==> src/rtl/reorder_buffer_pkg.sv <==
// rtl/reorder_buffer_pkg.sv - shared sizes, types and helpers for the reorder buffer
package reorder_buffer_pkg;
    localparam int ROB_SIZE  = 16;
    localparam int ROB_IDX_W = 4;
    localparam int REG_W     = 5;
    localparam int XLEN      = 32;

    typedef logic [ROB_IDX_W-1:0] rob_idx_t;
    typedef logic [REG_W-1:0]     reg_idx_t;
    typedef logic [XLEN-1:0]      word_t;

    typedef struct packed {
        logic     busy;
        logic     ready;
        reg_idx_t rd;
        word_t    val;
        logic     is_branch;
        logic     pred;
        logic     actual;
        word_t    pc;
    } rob_entry_t;

    function automatic rob_idx_t rob_next(input rob_idx_t i);
        return i + rob_idx_t'(1);
    endfunction

    function automatic logic is_mispredict(input rob_entry_t e);
        return e.is_branch && (e.actual != e.pred);
    endfunction
endpackage

==> src/rtl/reorder_buffer_if.sv <==
// rtl/reorder_buffer_if.sv - dispatch, CDB, commit, query and flush signals of the reorder buffer
interface reorder_buffer_if;
    import reorder_buffer_pkg::*;

    logic     rdy;
    logic     issue_flag_in;
    reg_idx_t issue_rd_in;
    logic     issue_is_branch_in;
    logic     issue_pred_jump_in;
    logic     ROB_full_out;
    rob_idx_t issue_idx_out;
    logic     RF_new_flag_out;
    rob_idx_t RF_new_idx_out;
    reg_idx_t RF_new_rd_out;
    logic     RF_write_flag_out;
    rob_idx_t RF_write_idx_out;
    reg_idx_t RF_write_rd_out;
    word_t    RF_val_out;
    logic     cdb_flag_in;
    rob_idx_t cdb_idx_in;
    word_t    cdb_val_in;
    logic     cdb_jump_in;
    word_t    cdb_pc_in;
    rob_idx_t query_rs1_idx_in;
    rob_idx_t query_rs2_idx_in;
    logic     query_rs1_ready_out;
    logic     query_rs2_ready_out;
    word_t    query_rs1_val_out;
    word_t    query_rs2_val_out;
    logic     commit_flag_out;
    rob_idx_t commit_idx_out;
    logic     jump_wrong;
    word_t    jump_pc_out;

    modport slave (
        input  rdy, issue_flag_in, issue_rd_in, issue_is_branch_in, issue_pred_jump_in,
        input  cdb_flag_in, cdb_idx_in, cdb_val_in, cdb_jump_in, cdb_pc_in,
        input  query_rs1_idx_in, query_rs2_idx_in,
        output ROB_full_out, issue_idx_out, RF_new_flag_out, RF_new_idx_out, RF_new_rd_out,
        output RF_write_flag_out, RF_write_idx_out, RF_write_rd_out, RF_val_out,
        output query_rs1_ready_out, query_rs2_ready_out, query_rs1_val_out, query_rs2_val_out,
        output commit_flag_out, commit_idx_out, jump_wrong, jump_pc_out
    );

    modport master (
        output rdy, issue_flag_in, issue_rd_in, issue_is_branch_in, issue_pred_jump_in,
        output cdb_flag_in, cdb_idx_in, cdb_val_in, cdb_jump_in, cdb_pc_in,
        output query_rs1_idx_in, query_rs2_idx_in,
        input  ROB_full_out, issue_idx_out, RF_new_flag_out, RF_new_idx_out, RF_new_rd_out,
        input  RF_write_flag_out, RF_write_idx_out, RF_write_rd_out, RF_val_out,
        input  query_rs1_ready_out, query_rs2_ready_out, query_rs1_val_out, query_rs2_val_out,
        input  commit_flag_out, commit_idx_out, jump_wrong, jump_pc_out
    );
endinterface

==> src/rtl/reorder_buffer_query.sv <==
// rtl/reorder_buffer_query.sv - one operand readiness lookup with same-cycle CDB bypass
module reorder_buffer_query
    import reorder_buffer_pkg::*;
(
    input  logic [ROB_SIZE-1:0] i_busy,
    input  logic [ROB_SIZE-1:0] i_ready,
    input  word_t               i_val [ROB_SIZE],
    input  logic                i_cdb_flag,
    input  rob_idx_t            i_cdb_idx,
    input  word_t               i_cdb_val,
    input  rob_idx_t            i_idx,
    output logic                o_ready,
    output word_t               o_val
);
    logic w_bypass;

    assign w_bypass = i_cdb_flag && (i_cdb_idx == i_idx);
    assign o_ready  = w_bypass || (i_busy[i_idx] && i_ready[i_idx]);
    assign o_val    = w_bypass ? i_cdb_val : i_val[i_idx];
endmodule

==> src/rtl/reorder_buffer.sv <==
// rtl/reorder_buffer.sv - circular ROB: rename on issue, CDB capture, in-order commit, mispredict flush
module reorder_buffer
    import reorder_buffer_pkg::*;
(
    input  logic             clk,
    input  logic             rst,
    reorder_buffer_if.slave  bus
);
    rob_idx_t             r_head;
    rob_idx_t             r_tail;
    logic [ROB_IDX_W:0]   r_count;
    logic [ROB_SIZE-1:0]  r_busy;
    logic [ROB_SIZE-1:0]  r_ready;
    logic [ROB_SIZE-1:0]  r_is_branch;
    logic [ROB_SIZE-1:0]  r_pred;
    logic [ROB_SIZE-1:0]  r_actual;
    reg_idx_t             r_rd  [ROB_SIZE];
    word_t                r_val [ROB_SIZE];
    word_t                r_pc  [ROB_SIZE];

    logic     r_commit_flag;
    rob_idx_t r_commit_idx;
    logic     r_write_flag;
    rob_idx_t r_write_idx;
    reg_idx_t r_write_rd;
    word_t    r_write_val;
    logic     r_jump_wrong;
    word_t    r_jump_pc;

    logic       w_full;
    logic       w_accept;
    logic       w_cdb_we;
    logic       w_commit;
    rob_entry_t w_head;

    assign w_full   = (r_count == (ROB_IDX_W+1)'(ROB_SIZE));
    assign w_accept = bus.rdy && bus.issue_flag_in && !w_full && !r_jump_wrong;
    assign w_cdb_we = bus.rdy && bus.cdb_flag_in && !r_jump_wrong && r_busy[bus.cdb_idx_in];
    assign w_head   = '{busy: r_busy[r_head], ready: r_ready[r_head], rd: r_rd[r_head],
                        val: r_val[r_head], is_branch: r_is_branch[r_head], pred: r_pred[r_head],
                        actual: r_actual[r_head], pc: r_pc[r_head]};
    assign w_commit = bus.rdy && !r_jump_wrong && w_head.busy && w_head.ready;

    always_ff @(posedge clk or posedge rst) begin
        if (rst) begin
            r_head        <= '0;
            r_tail        <= '0;
            r_count       <= '0;
            r_busy        <= '0;
            r_ready       <= '0;
            r_commit_flag <= 1'b0;
            r_commit_idx  <= '0;
            r_write_flag  <= 1'b0;
            r_write_idx   <= '0;
            r_write_rd    <= '0;
            r_write_val   <= '0;
            r_jump_wrong  <= 1'b0;
            r_jump_pc     <= '0;
        end else if (bus.rdy) begin
            if (r_jump_wrong) begin
                // Flush cycle: everything younger than the mispredicted branch is discarded.
                r_head        <= '0;
                r_tail        <= '0;
                r_count       <= '0;
                r_busy        <= '0;
                r_ready       <= '0;
                r_commit_flag <= 1'b0;
                r_write_flag  <= 1'b0;
                r_jump_wrong  <= 1'b0;
            end else begin
                r_commit_flag <= w_commit;
                r_write_flag  <= w_commit;
                r_jump_wrong  <= w_commit && is_mispredict(w_head);
                r_count       <= r_count + (ROB_IDX_W+1)'(w_accept) - (ROB_IDX_W+1)'(w_commit);
                if (w_cdb_we) begin
                    r_ready[bus.cdb_idx_in] <= 1'b1;
                end
                if (w_commit) begin
                    r_commit_idx   <= r_head;
                    r_write_idx    <= r_head;
                    r_write_rd     <= w_head.rd;
                    r_write_val    <= w_head.val;
                    r_busy[r_head] <= 1'b0;
                    r_head         <= rob_next(r_head);
                    if (is_mispredict(w_head)) begin
                        r_jump_pc <= w_head.pc;
                    end
                end
                if (w_accept) begin
                    r_busy[r_tail]  <= 1'b1;
                    r_ready[r_tail] <= 1'b0;
                    r_tail          <= rob_next(r_tail);
                end
            end
        end
    end

    // Payload needs no reset: it is only observed behind busy/ready.
    always_ff @(posedge clk) begin
        if (w_accept) begin
            r_rd[r_tail]        <= bus.issue_rd_in;
            r_is_branch[r_tail] <= bus.issue_is_branch_in;
            r_pred[r_tail]      <= bus.issue_pred_jump_in;
        end
        if (w_cdb_we) begin
            r_val[bus.cdb_idx_in]    <= bus.cdb_val_in;
            r_actual[bus.cdb_idx_in] <= bus.cdb_jump_in;
            r_pc[bus.cdb_idx_in]     <= bus.cdb_pc_in;
        end
    end

    reorder_buffer_query u_query_rs1 (
        .i_busy     (r_busy),
        .i_ready    (r_ready),
        .i_val      (r_val),
        .i_cdb_flag (bus.cdb_flag_in),
        .i_cdb_idx  (bus.cdb_idx_in),
        .i_cdb_val  (bus.cdb_val_in),
        .i_idx      (bus.query_rs1_idx_in),
        .o_ready    (bus.query_rs1_ready_out),
        .o_val      (bus.query_rs1_val_out)
    );

    reorder_buffer_query u_query_rs2 (
        .i_busy     (r_busy),
        .i_ready    (r_ready),
        .i_val      (r_val),
        .i_cdb_flag (bus.cdb_flag_in),
        .i_cdb_idx  (bus.cdb_idx_in),
        .i_cdb_val  (bus.cdb_val_in),
        .i_idx      (bus.query_rs2_idx_in),
        .o_ready    (bus.query_rs2_ready_out),
        .o_val      (bus.query_rs2_val_out)
    );

    assign bus.ROB_full_out      = w_full;
    assign bus.issue_idx_out     = r_tail;
    assign bus.RF_new_flag_out   = w_accept;
    assign bus.RF_new_idx_out    = r_tail;
    assign bus.RF_new_rd_out     = bus.issue_rd_in;
    assign bus.RF_write_flag_out = r_write_flag;
    assign bus.RF_write_idx_out  = r_write_idx;
    assign bus.RF_write_rd_out   = r_write_rd;
    assign bus.RF_val_out        = r_write_val;
    assign bus.commit_flag_out   = r_commit_flag;
    assign bus.commit_idx_out    = r_commit_idx;
    assign bus.jump_wrong        = r_jump_wrong;
    assign bus.jump_pc_out       = r_jump_pc;
endmodule
==> src/flat_wrapper.sv <==
// flat-port wrapper written by rule: the top's interface ports become plain ports
module reorder_buffer_flat import reorder_buffer_pkg::*;
  (clk, rst, bus_rdy, bus_issue_flag_in, bus_issue_rd_in, bus_issue_is_branch_in, bus_issue_pred_jump_in, bus_cdb_flag_in, bus_cdb_idx_in, bus_cdb_val_in, bus_cdb_jump_in, bus_cdb_pc_in, bus_query_rs1_idx_in, bus_query_rs2_idx_in, bus_ROB_full_out, bus_issue_idx_out, bus_RF_new_flag_out, bus_RF_new_idx_out, bus_RF_new_rd_out, bus_RF_write_flag_out, bus_RF_write_idx_out, bus_RF_write_rd_out, bus_RF_val_out, bus_query_rs1_ready_out, bus_query_rs2_ready_out, bus_query_rs1_val_out, bus_query_rs2_val_out, bus_commit_flag_out, bus_commit_idx_out, bus_jump_wrong, bus_jump_pc_out);
  reorder_buffer_if bus_i ();
  input  logic clk;
  input  logic rst;
  input wire logic [$bits(bus_i.rdy)-1:0] bus_rdy;
  input wire logic [$bits(bus_i.issue_flag_in)-1:0] bus_issue_flag_in;
  input wire logic [$bits(bus_i.issue_rd_in)-1:0] bus_issue_rd_in;
  input wire logic [$bits(bus_i.issue_is_branch_in)-1:0] bus_issue_is_branch_in;
  input wire logic [$bits(bus_i.issue_pred_jump_in)-1:0] bus_issue_pred_jump_in;
  input wire logic [$bits(bus_i.cdb_flag_in)-1:0] bus_cdb_flag_in;
  input wire logic [$bits(bus_i.cdb_idx_in)-1:0] bus_cdb_idx_in;
  input wire logic [$bits(bus_i.cdb_val_in)-1:0] bus_cdb_val_in;
  input wire logic [$bits(bus_i.cdb_jump_in)-1:0] bus_cdb_jump_in;
  input wire logic [$bits(bus_i.cdb_pc_in)-1:0] bus_cdb_pc_in;
  input wire logic [$bits(bus_i.query_rs1_idx_in)-1:0] bus_query_rs1_idx_in;
  input wire logic [$bits(bus_i.query_rs2_idx_in)-1:0] bus_query_rs2_idx_in;
  output wire logic [$bits(bus_i.ROB_full_out)-1:0] bus_ROB_full_out;
  output wire logic [$bits(bus_i.issue_idx_out)-1:0] bus_issue_idx_out;
  output wire logic [$bits(bus_i.RF_new_flag_out)-1:0] bus_RF_new_flag_out;
  output wire logic [$bits(bus_i.RF_new_idx_out)-1:0] bus_RF_new_idx_out;
  output wire logic [$bits(bus_i.RF_new_rd_out)-1:0] bus_RF_new_rd_out;
  output wire logic [$bits(bus_i.RF_write_flag_out)-1:0] bus_RF_write_flag_out;
  output wire logic [$bits(bus_i.RF_write_idx_out)-1:0] bus_RF_write_idx_out;
  output wire logic [$bits(bus_i.RF_write_rd_out)-1:0] bus_RF_write_rd_out;
  output wire logic [$bits(bus_i.RF_val_out)-1:0] bus_RF_val_out;
  output wire logic [$bits(bus_i.query_rs1_ready_out)-1:0] bus_query_rs1_ready_out;
  output wire logic [$bits(bus_i.query_rs2_ready_out)-1:0] bus_query_rs2_ready_out;
  output wire logic [$bits(bus_i.query_rs1_val_out)-1:0] bus_query_rs1_val_out;
  output wire logic [$bits(bus_i.query_rs2_val_out)-1:0] bus_query_rs2_val_out;
  output wire logic [$bits(bus_i.commit_flag_out)-1:0] bus_commit_flag_out;
  output wire logic [$bits(bus_i.commit_idx_out)-1:0] bus_commit_idx_out;
  output wire logic [$bits(bus_i.jump_wrong)-1:0] bus_jump_wrong;
  output wire logic [$bits(bus_i.jump_pc_out)-1:0] bus_jump_pc_out;
  assign bus_i.rdy = bus_rdy;
  assign bus_i.issue_flag_in = bus_issue_flag_in;
  assign bus_i.issue_rd_in = bus_issue_rd_in;
  assign bus_i.issue_is_branch_in = bus_issue_is_branch_in;
  assign bus_i.issue_pred_jump_in = bus_issue_pred_jump_in;
  assign bus_i.cdb_flag_in = bus_cdb_flag_in;
  assign bus_i.cdb_idx_in = bus_cdb_idx_in;
  assign bus_i.cdb_val_in = bus_cdb_val_in;
  assign bus_i.cdb_jump_in = bus_cdb_jump_in;
  assign bus_i.cdb_pc_in = bus_cdb_pc_in;
  assign bus_i.query_rs1_idx_in = bus_query_rs1_idx_in;
  assign bus_i.query_rs2_idx_in = bus_query_rs2_idx_in;
  assign bus_ROB_full_out = bus_i.ROB_full_out;
  assign bus_issue_idx_out = bus_i.issue_idx_out;
  assign bus_RF_new_flag_out = bus_i.RF_new_flag_out;
  assign bus_RF_new_idx_out = bus_i.RF_new_idx_out;
  assign bus_RF_new_rd_out = bus_i.RF_new_rd_out;
  assign bus_RF_write_flag_out = bus_i.RF_write_flag_out;
  assign bus_RF_write_idx_out = bus_i.RF_write_idx_out;
  assign bus_RF_write_rd_out = bus_i.RF_write_rd_out;
  assign bus_RF_val_out = bus_i.RF_val_out;
  assign bus_query_rs1_ready_out = bus_i.query_rs1_ready_out;
  assign bus_query_rs2_ready_out = bus_i.query_rs2_ready_out;
  assign bus_query_rs1_val_out = bus_i.query_rs1_val_out;
  assign bus_query_rs2_val_out = bus_i.query_rs2_val_out;
  assign bus_commit_flag_out = bus_i.commit_flag_out;
  assign bus_commit_idx_out = bus_i.commit_idx_out;
  assign bus_jump_wrong = bus_i.jump_wrong;
  assign bus_jump_pc_out = bus_i.jump_pc_out;
  reorder_buffer u_core (.clk(clk), .rst(rst), .bus(bus_i));
endmodule
==> config.mk <==
export PLATFORM = sky130hd
export DESIGN_NAME = reorder_buffer_flat
export DESIGN_NICKNAME = d
export VERILOG_FILES = /design/src/rtl/reorder_buffer_pkg.sv /design/src/rtl/reorder_buffer_if.sv /design/src/rtl/reorder_buffer_query.sv /design/src/rtl/reorder_buffer.sv /design/src/flat_wrapper.sv
export SDC_FILE = /design/constraint.sdc
export NUM_CORES = 2
export LEC_CHECK = 0
export ABC_CLOCK_PERIOD_IN_PS = 11100
export CORE_MARGIN = 2
export CORE_UTILIZATION = 61
export CTS_CLUSTER_DIAMETER = 200
export DETAILED_ROUTE_END_ITERATION = 12
export GPL_TIMING_DRIVEN = 0
export PLACE_DENSITY_LB_ADDON = 0.15
export SKIP_LAST_GASP = 1
export SLEW_MARGIN = 20
export SYNTH_ARGS = -nofsm -noshare
export SYNTH_HDL_FRONTEND = slang
export SYNTH_SLANG_ARGS = --single-unit
==> constraint.sdc <==
create_clock -name clk -period 11.1 [get_ports clk]
set_input_delay 3.33 -clock clk [delete_from_list [all_inputs] [get_ports clk]]
set_output_delay 3.33 -clock clk [all_outputs]
set_load 0.05 [all_outputs]
==> reports/results.txt <==
Post-Synth Simple-Gate Area -> 0.876%
Hold Fails Final Rpt -> 0
DRC Markers -> 0
Synth unique cells -> 48
Mapped cell area -> 57,600 um2
Core Area -> 93,500 um2
Pre-CTS setup slack -> 0.348 ns
Placement Rows -> 112
GR Util All Layers -> 36.1%
CP startpoint kind -> primary input
Post-CTS repair timing setup buffer count -> 0
Fmax -> 92.2 MHz
GPL Wtd Cong -> 0.907
Hold EP -> u_core.bus.RF_write_rd_out[0]$_DFFE_PP0P_
Worst Max-Slew Pin Slew -> 1.27 ns
Leak -> 21.9 nW
Clk sinks -> 1,272
Per-cell routed wire length -> 39.1 um
Internal power -> 10.3 mW
Cell count after synthesis -> 2,565
Initial Util -> 61.6%
Final instance area -> 67,700 um2
DR vias -> 32,500
CTS Buf Count -> 132
Sw Ratio -> 32.3%
Routed vias/inst -> 7.42
DRT Pass-1 Iters -> 8
Adder-Cell Fraction of Synth Area -> 0.339%
Headroom to the max-slew limit -> 15.6%
Tmin final -> 10.85 ns
Layout Nets -> 3,114
Endpoints failing setup -> 0
CP Capture Type -> primary output
Post-synthesis xor/xnor area fraction -> 0.213%
Sequential fraction of the synthesis area -> 65.3%
Max-cap violation count -> 0
Final Max Tran Viols -> 0
Synth Area in Compound Gates -> 1.18%
Reg2Reg Depth -> 21
Vias in the first global route -> 33,700
Die width -> 311 um
CTS Hold Bufs -> 0
Post-synth top flop -> edfxtp_1
Area Growth Syn to Fin -> 17.6%
WL final -> 171 mm
CTS clk-pin slew, worst paths -> 0.06 ns
Clk_skew -> 0.0222 ns
Root Buffer -> clkbuf_16
Worst-Skew Late Latency -> 0.76 ns
Share of post-route cells with drive strength above 1 -> 38.7%
Fin crit share -> 97.7%
# port buffers -> 238
CTS max path bufs -> 3
Post-route ant nets -> 0
Largest net degree at the start of global routing -> 77
Number of enable flip-flop cells after synthesis -> 1,152
Placed wire-length estimate -> 111 mm
Setup Crit Path Kind -> in2out
Total gr overflow -> 0
Overall power after layout -> 15.2 mW
Smallest hold slack -> 0.502 ns
Drt initial violations -> 5,122
Crit path max fanout -> 10
Reg-to-Reg Start -> u_core.r_head[0]$_DFFE_PP0P_
Worst VDD drop -> 176 uV
R2R Path End -> u_core.r_count[4]$_DFFE_PP0P_
Post-synthesis mux area share -> 30.3%
HP Start -> u_core.bus.RF_write_rd_out[0]$_DFFE_PP0P_
Psw -> 4.90 mW
CP required -> 7.77 ns
Clock network power share -> 29.1%
Setup WS post-layout -> 0.253 ns
Comb power frac -> 33.1%
PD cells -> 224 nW/um2
Worst Hold Class -> reg2reg
Die Height -> 311 um
CP arrival -> 7.52 ns
Post_cts resized -> 0
Status -> complete, no violations
Post-synthesis register bit count -> 1,272
Initial antenna violation count -> 11
CTS tree -> done
Async set-reset flop share out of synthesis -> 9.43%
Mapped Nets -> 2,669
H-tree Lvls -> 4
Boundary Pins -> 250
Largest family of logic cells by synthesized area -> multiplexers
FF-to-FF setup slack -> 5.49 ns
Part of the power in registers -> 37.7%
First-pass GRT wire length -> 243 mm
RSZ-0062 raised after global routing -> no
Core Util, Final -> 72.4%
Hold Path Stages -> 1
Synth Area per Inst -> 22.4 um2
Placed cell area -> 63,400 um2
Die footprint -> 96,800 um2
Yosys warns -> 0
==> flip-flops by register name, indices dropped and copies added (netlist names), 16 cells and up <==
register and flops:
u_core.r_pc 512, u_core.r_val 512, u_core.r_rd 80, u_core.bus.RF_val_out 32, u_core.bus.jump_pc_out 32, u_core.r_actual 16, u_core.r_busy 16, u_core.r_is_branch 16
u_core.r_pred 16, u_core.r_ready 16
==> how the worst max path moves through the flow <==
stage / cells after the start / endpoint / from / slack, ns
detailed placement: 9 / bus_query_rs2_val_out[21] / bus_query_rs2_idx_in[0] / 0.35
global route: 9 / bus_query_rs2_val_out[21] / bus_query_rs2_idx_in[0] / 0.18
finish: 9 / bus_query_rs1_val_out[7] / bus_query_rs1_idx_in[0] / 0.25
CTS: 9 / bus_query_rs1_val_out[7] / bus_query_rs1_idx_in[0] / 0.33
global placement: 4 / u_core.r_pc[12][6]$_DFFE_PP_ / bus_rdy / -0.82
floorplan: 6 / bus_query_rs1_val_out[0] / bus_query_rs1_idx_in[0] / 2.10
==> cell usage in the layout, fill, tap and decap left out, types with 9 or more instances in the layout <==
master / netlist / layout
edfxtp_1: 1152 / 1152
xor2_1: 9 / 9
clkinv_2: 0 / 21
nand2_1: 22 / 22
inv_1: 30 / 29
clkdlybuf4s50_1: 0 / 238
mux2_2: 101 / 101
buf_2: 36 / 51
clkbuf_1: 119 / 141
buf_12: 0 / 26
buf_1: 30 / 13
mux4_2: 699 / 699
bufinv_16: 0 / 10
buf_16: 0 / 42
nor2_1: 26 / 10
and3_1: 18 / 18
mux2_4: 29 / 29
a211o_1: 16 / 16
ha_1: 14 / 14
o21ai_0: 17 / 17
clkbuf_16: 0 / 137
a311oi_1: 16 / 16
clkbuf_2: 0 / 23
o21a_1: 16 / 16
dfrtp_1: 120 / 120
buf_4: 14 / 14
nor2_4: 0 / 16
clkinv_1: 0 / 12
==> kinds of logic (layout without fill, tap and decap cells) <==
group,count (synthesis),count (layout)
adder cells (fa/ha/maj),15,15
other,0,4
AO/OA/AOI/OAI,89,89
flip-flops,1272,1272
buffers and inverters,235,789
XOR/XNOR,14,14
multiplexers,841,841
AND/OR/NAND/NOR,99,99
==> Yosys cell counts (14+ instances only) <==
cell type,instances,share of area (%)
o21ai_0,17,0.15
mux2_2,101,2.0
buf_4,14,0.18
mux4_2,699,27
and3_1,18,0.20
a211o_1,16,0.24
edfxtp_1,1152,60
nand2_1,22,0.14
buf_2,36,0.31
o21a_1,16,0.21
ha_1,14,0.30
nor2_1,26,0.17
a311oi_1,16,0.24
clkbuf_1,119,0.78
inv_1,30,0.20
mux2_4,29,0.76
buf_1,30,0.20
dfrtp_1,120,5.2
==> through the flow <==
step,TNS (ns),std cells
after floorplan,0,2565
after global placement,-576.36,4057
after detailed placement,0,4129
after CTS,0,4372
after global routing,0,4376
final,0,4377
==> cell type report <==
type,instances,area [um2]
Timing Repair Buffer,311,4110
Sequential cell,1272,37600
Antenna cell,4,10.0
Fill cell,5322,25800
Tap cell,1254,1570
Inverter,31,124
Multi-Input combinational cell,1058,19100
Clock buffer,184,3660
Clock inverter,59,619
Buffer,204,946
==> critical path: stages <==
cell             delay (ns)
clkbuf_1               0.25
clkbuf_1               0.45
buf_2                  0.54
xor2_1                 0.15
nor4_2                 0.41
buf_2                  0.31
clkbuf_1               0.78
mux2_2                 0.33
clkdlybuf4s50_1        0.94
==> routing by layer <==
metal  share of wire [%]  vias up  global-route usage [%]
met5               0.038        -                       0
met1                  33    17100                    45.6
li1                    -    12200                       -
met4                 5.1       10                    17.4
met3                  12      554                    9.44
met2                  50     2649                    59.1
==> power by group through the flow <==
| stage | registers [mW] | clock network [mW] | logic (mW) |
|---|---|---|---|
| 2_1_floorplan | 6.24 | 0 | 2.88 |
| 3_3_place_gp | 5.81 | 0 | 4.85 |
| 3_5_place_dp | 5.82 | 0 | 4.97 |
| 4_1_cts | 5.73 | 4.44 | 5.02 |
| 5_1_grt | 5.76 | 4.62 | 5.21 |
| 6_report | 5.74 | 4.42 | 5.04 |
Note: power is estimated with default switching activity, not from simulation.
